==> config.mk <==
export PLATFORM = sky130hd
export DESIGN_NAME = regfile_sb
export DESIGN_NICKNAME = d
export VERILOG_FILES = /design/src/rtl/regfile_pkg.sv /design/src/rtl/sb_tracker.sv /design/src/rtl/regfile_sb.sv
export SDC_FILE = /design/constraint.sdc
export NUM_CORES = 2
export LEC_CHECK = 0
export CORE_ASPECT_RATIO = 0.9
export CORE_MARGIN = 1
export CORE_UTILIZATION = 40
export CTS_CLUSTER_SIZE = 28
export DETAILED_ROUTE_END_ITERATION = 8
export DONT_BUFFER_PORTS = 1
export GPL_ROUTABILITY_DRIVEN = 0
export PLACE_DENSITY_LB_ADDON = 0.25
export SLEW_MARGIN = 15
export SYNTH_ARGS = -nofsm -noshare
export SYNTH_HDL_FRONTEND = slang
export SYNTH_SLANG_ARGS = --single-unit
==> constraint.sdc <==
create_clock -name i_clk -period 8.4 [get_ports i_clk]
set_input_delay 0.84 -clock i_clk [delete_from_list [all_inputs] [get_ports i_clk]]
set_output_delay 0.84 -clock i_clk [all_outputs]
set_load 0.05 [all_outputs]
==> src/rtl/regfile_pkg.sv <==
// Shared constants and types for the parametrised register file with
// pending-write scoreboard.
package regfile_pkg;

    localparam int XLEN_DEFAULT = 32;
    localparam int NREG_DEFAULT = 32;
    localparam int AW_DEFAULT   = $clog2(NREG_DEFAULT);
    localparam int REG_ZERO     = 0;

    typedef logic [XLEN_DEFAULT-1:0] xdata_t;
    typedef logic [AW_DEFAULT-1:0]   raddr_t;

endpackage

==> src/rtl/sb_tracker.sv <==
// Pending-write scoreboard: one busy bit per register plus a registered
// up/down count of how many bits are set.
module sb_tracker
    import regfile_pkg::*;
#(
    parameter int NREG = 32,
    parameter int AW   = $clog2(NREG),
    parameter int CW   = $clog2(NREG + 1)
) (
    input  logic            clk,
    input  logic            rst_n,
    input  logic            iss_valid,
    input  logic [AW-1:0]   iss_addr,
    input  logic            clr_valid,
    input  logic [AW-1:0]   clr_addr,
    input  logic            flush,
    output logic [NREG-1:0] busy,
    output logic [CW-1:0]   busy_cnt
);

    logic [NREG-1:0] busy_r;
    logic [NREG-1:0] busy_nxt_s;
    logic [CW-1:0]   cnt_r;
    logic            inc_s;
    logic            dec_s;
    logic            iss_ok_s;
    logic            clr_ok_s;

    assign iss_ok_s = iss_valid && (iss_addr != AW'(REG_ZERO));
    // A retire of the register being re-issued this cycle is dropped: the new producer owns it.
    assign clr_ok_s = clr_valid && (clr_addr != AW'(REG_ZERO)) && !(iss_ok_s && (iss_addr == clr_addr));

    // Next busy vector and the count delta derived from actual bit transitions.
    always_comb begin
        busy_nxt_s = busy_r;
        inc_s      = 1'b0;
        dec_s      = 1'b0;
        if (flush) begin
            busy_nxt_s = '0;
        end else begin
            if (clr_ok_s) begin
                dec_s                = busy_r[clr_addr];
                busy_nxt_s[clr_addr] = 1'b0;
            end else begin
                dec_s = 1'b0;
            end
            if (iss_ok_s) begin
                inc_s                = !busy_r[iss_addr];
                busy_nxt_s[iss_addr] = 1'b1;
            end else begin
                inc_s = 1'b0;
            end
        end
    end

    // Busy vector and counter state.
    always_ff @(posedge clk or negedge rst_n) begin
        if (!rst_n) begin
            busy_r <= '0;
            cnt_r  <= '0;
        end else if (flush) begin
            busy_r <= '0;
            cnt_r  <= '0;
        end else begin
            busy_r <= busy_nxt_s;
            cnt_r  <= cnt_r + CW'(inc_s) - CW'(dec_s);
        end
    end

    assign busy     = busy_r;
    assign busy_cnt = cnt_r;

endmodule

==> src/rtl/regfile_sb.sv <==
// Multi-port register file with optional write-to-read bypass and a
// per-register scoreboard for RAW hazard detection at decode.
module regfile_sb
    import regfile_pkg::*;
#(
    parameter int XLEN   = XLEN_DEFAULT,
    parameter int NREG   = NREG_DEFAULT,
    parameter int NRD    = 2,
    parameter int BYPASS = 1,
    parameter int AW     = $clog2(NREG)
) (
    input  logic                      i_clk,
    input  logic                      i_reset_n,
    input  logic [NRD*AW-1:0]         i_rs_addr,
    output logic [NRD*XLEN-1:0]       o_rs_data,
    output logic [NRD-1:0]            o_rs_busy,
    input  logic [AW-1:0]             i_rd_addr,
    input  logic [XLEN-1:0]           i_rd_data,
    input  logic                      i_rd_wren,
    input  logic                      i_iss_valid,
    input  logic [AW-1:0]             i_iss_addr,
    input  logic                      i_flush,
    output logic [$clog2(NREG+1)-1:0] o_busy_cnt
);

    localparam int CW = $clog2(NREG + 1);

    logic [XLEN-1:0] regs_r [NREG];
    logic [NREG-1:0] busy_s;
    logic            wr_ok_s;

    assign wr_ok_s = i_rd_wren && (i_rd_addr != AW'(REG_ZERO));

    // Storage array; register 0 is never written so it stays at its reset value of 0.
    always_ff @(posedge i_clk or negedge i_reset_n) begin
        if (!i_reset_n) begin
            for (int i = 0; i < NREG; i++) begin
                regs_r[i] <= '0;
            end
        end else if (wr_ok_s) begin
            regs_r[i_rd_addr] <= i_rd_data;
        end else begin
            regs_r[i_rd_addr] <= regs_r[i_rd_addr];
        end
    end

    sb_tracker #(
        .NREG (NREG),
        .AW   (AW),
        .CW   (CW)
    ) u_sb_tracker (
        .clk       (i_clk),
        .rst_n     (i_reset_n),
        .iss_valid (i_iss_valid),
        .iss_addr  (i_iss_addr),
        .clr_valid (i_rd_wren),
        .clr_addr  (i_rd_addr),
        .flush     (i_flush),
        .busy      (busy_s),
        .busy_cnt  (o_busy_cnt)
    );

    // Read ports; outputs are forced low while reset is held so a live write bus cannot leak through.
    always_comb begin
        o_rs_data = '0;
        o_rs_busy = '0;
        for (int k = 0; k < NRD; k++) begin
            logic [AW-1:0] a_s;
            logic          byp_s;
            a_s   = i_rs_addr[k*AW +: AW];
            byp_s = (BYPASS == 1) && wr_ok_s && (i_rd_addr == a_s);
            if (!i_reset_n) begin
                o_rs_data[k*XLEN +: XLEN] = '0;
                o_rs_busy[k]              = 1'b0;
            end else if (byp_s) begin
                o_rs_data[k*XLEN +: XLEN] = i_rd_data;
                o_rs_busy[k]              = 1'b0;
            end else begin
                o_rs_data[k*XLEN +: XLEN] = regs_r[a_s];
                o_rs_busy[k]              = busy_s[a_s];
            end
        end
    end

endmodule

==> results.md <==
* Synth cell count leaders: dfrtp_1, nand2_1, o21ai_0
* Initial Util at about two fifths
* Clk_lat worst skew at just under 0.8 ns
* Layout fillers at ~16000
* Area after DPL at around 0.068 mm²
* Slew headroom at between 10% and 20%
* WHS Endpoint: u_sb_tracker.busy[0]$_DFF_PN0_
* Layout cells sized above 1 at a little over a fifth
* CP Data Arrival Time at approximately 5.2 ns
* Drt first pass iters at 8
* Drt drc at 0
* R2r worst-path depth at 13
* Clock tree from TritonCTS: done
* CTS resizes at 0
* Root buf cell: clkbuf_16
* Synthesized area per cell at about 11 µm²
* Total track usage at between 30% and 40%
* I/O Pins at approximately 130
* Vias in the first global route at ~52000
* Distinct cells, synth at 81
* Max clock buf depth at 3
* Nature of the critical path endpoint: output pin
* Cell with the most instances after synthesis: dfrtp_1
* Core area at 0.166 mm²
* Achievable Freq at 165 MHz
* RR Startpoint: u_sb_tracker.busy[15]$_DFF_PN0_
* TritonCTS buffer count at 118
* Final min period at ~6.1 ns
* Post-Syn Instances at 6200
* Post-route ant nets at 0
* Asr flop ratio synth at 100%
* Final worst slack at between 2 and 2.5 ns
* Syn_nets at between 6000 and 7000
* Worst Hold Class: input pin to flip-flop
* RSZ-0062 raised after global routing: false
* Worst Skew at a little over 0.02 ns
* Layout Nets at 5761
* Die Width at between 400 and 500 µm
* Dpl hpwl at around 160 mm
* WS Path Type: input pin to output pin
* Post-synth top area cell: dfrtp_1
* Leakage at 29.3 nW
* Setup tns final at 0 ns
* RR Endpoint: u_sb_tracker.busy_cnt[5]$_DFF_PN0_
* Setup violations, final at 0
* Max-slew violation count at 0
* Hold Crit Depth at 1
* Final Cell Area at about 0.072 mm²
* Synth Register Bits at roughly 1100
* IR drop worst, VDD at around 0.19 mV
* H-tree levels at 3
* Clock sinks at 1062
* Placement Setup Slack at about 3.2 ns
* Grt total ovfl at 0
* DR WL/cell at between 30 and 40 µm
* PwrDens at around 250 mW/mm²
* Non-Filler Instances at between 8000 and 9000
* DR iter-0 viols at 8301
* Fin crit share at 72.1%
* Number of max-cap violations at 0
* Vias per inst at a little under 7
* Seq/Total Area, Yosys at between 30 and 40%
* Row cnt at between 100 and 150
* Worst Max-Slew Pin Slew at roughly 1.3 ns
* Port Buffers at 0
* Detailed Route WL at roughly 280 mm
* Largest net degree at the start of global routing at about 380
* Initial antenna violation count at 11
* R2r setup slk at approximately 5.2 ns
* Ranking of synthesized cells by area: dfrtp_1, mux4_2, nand2_1
* Die area at 0.169 mm²
* Fin. Hold Viols at 0
* Clock slew at reported path FFs at ~0.070 ns
* Outcome: finished, final reports clean
* Dpl cells at a little under 8000
* Critical Path Fanout Max at 164
* Synth top area share at 39.6%
* Die extent in y at between 300 and 400 µm
* Hold Startpoint: i_flush
* Via count at 55857
* Post-synthesis cell area at 0.0671 mm²
* Syn-to-layout area delta at 7.63%
* Post-synth EDFFs at 0
* Most common flop cell mapped by yosys: dfrtp_1
* Synth warn at 0
* First-pass GRT wire length at 399 mm
* Startpoint types: input pin
* Worst EP required at 7.56 ns
==> registers in the layout, indices dropped and copies added, names as in the netlist <==
register / cells
regs_r: 1024
u_sb_tracker.busy_cnt: 6
u_sb_tracker.busy: 32
==> metal layers <==
metal / global-route usage (%) / part of all wire (%) / vias up
met3: 9.04 / 13 / 845
li1: - / - / 22630
met5: 0 / 0.017 / -
met1: 44.8 / 38 / 28358
met4: 18.0 / 6.5 / 4
met2: 46.3 / 43 / 4020
==> report_power, final <==
group / switching (mW) / internal, mW
logic: 2.49 / 2.31
registers: 1.24 / 6.31
clock network: 2.33 / 3.23
total: 6.06 / 11.8
==> final cells by class <==
class	count	area, µm²	share of cell area, %
multi-input cells	4365	37400	51.7
flip-flops and latches	1062	26600	36.8
clock buffers	171	3400	4.71
well taps	2232	2790	3.87
repair buffers	135	1370	1.90
clock inverters	42	628	0.870
inverters	15	57.6	0.0797
diodes	3	7.51	0.0104
==> cells by family (layout without fill, tap and decap cells) <==
logic type / Yosys count / in the layout / synth area share (%)
xor gates and xnor gates: 19 / 19 / 0.248
buffers and inverters: 773 / 363 / 5.41
muxes: 982 / 982 / 26.8
AOI/OAI and AO/OA: 1863 / 1863 / 17.8
and+or+nand+nor: 1494 / 1494 / 9.98
DFF: 1062 / 1062 / 39.6
other: 0 / 3 / 0
adders and majority gates: 7 / 7 / 0.142
==> metrics by stage <==
stage	total power, mW	utilization (%)	hold slack [ns]
2_1_floorplan	10.9	-	0.458
5_1_grt	18.6	43.4	0.141
3_5_place_dp	12.1	40.8	0.402
6_report	17.9	43.4	0.134
4_1_cts	17.7	43.2	0.107
3_3_place_gp	12.0	40.7	0.395
==> worst max path at each step <==
| stage | start | to | slack, ns |
|---|---|---|---|
| 3_3_place_gp | i_reset_n | o_rs_data[59] | 2.70 |
| 4_1_cts | i_reset_n | o_rs_data[27] | 2.28 |
| 6_report | i_reset_n | o_rs_data[27] | 2.35 |
| 3_5_place_dp | i_rd_addr[1] | u_sb_tracker.busy_cnt[5]$_DFF_PN0_ | 3.20 |
| 5_1_grt | i_reset_n | o_rs_data[27] | 2.11 |
| 2_1_floorplan | i_rs_addr[0] | o_rs_data[3] | 4.09 |
==> critical path, stage by stage <==
cell and delay, ns:
dlygate4sd3_1 0.86, buf_16 0.28, buf_16 0.44, o211ai_1 0.39
nor3_4 0.81, buf_4 0.59, a211o_1 0.73
==> layout by cell type, fill, tap and decap left out, types with 25 or more instances in the layout <==
cell type / netlist / routed
nand2_4: 0 / 31
a22oi_1: 129 / 129
clkbuf_1: 443 / 29
a31oi_1: 179 / 179
o21bai_1: 49 / 49
nor3_1: 89 / 86
a32o_1: 31 / 31
nand3_1: 25 / 25
and2_1: 54 / 54
clkbuf_16: 0 / 119
mux2_2: 92 / 92
a221oi_1: 62 / 62
nand2_1: 978 / 944
a21oi_1: 80 / 80
buf_4: 37 / 115
o21ai_0: 720 / 713
or3_1: 191 / 191
dfrtp_1: 1062 / 1062
nor2_1: 59 / 44
a211o_1: 55 / 55
o21ai_1: 137 / 144
o31ai_1: 64 / 63
o22ai_1: 160 / 160
mux4_2: 641 / 641
o21ai_2: 91 / 90
mux2i_1: 249 / 249
==> timing repair <==
item                                   CTS  global route
hold buffers                             1             0
endpoints found under the hold margin   36             0
buffers inserted                         0             0
(Power assumes the default switching activity.)
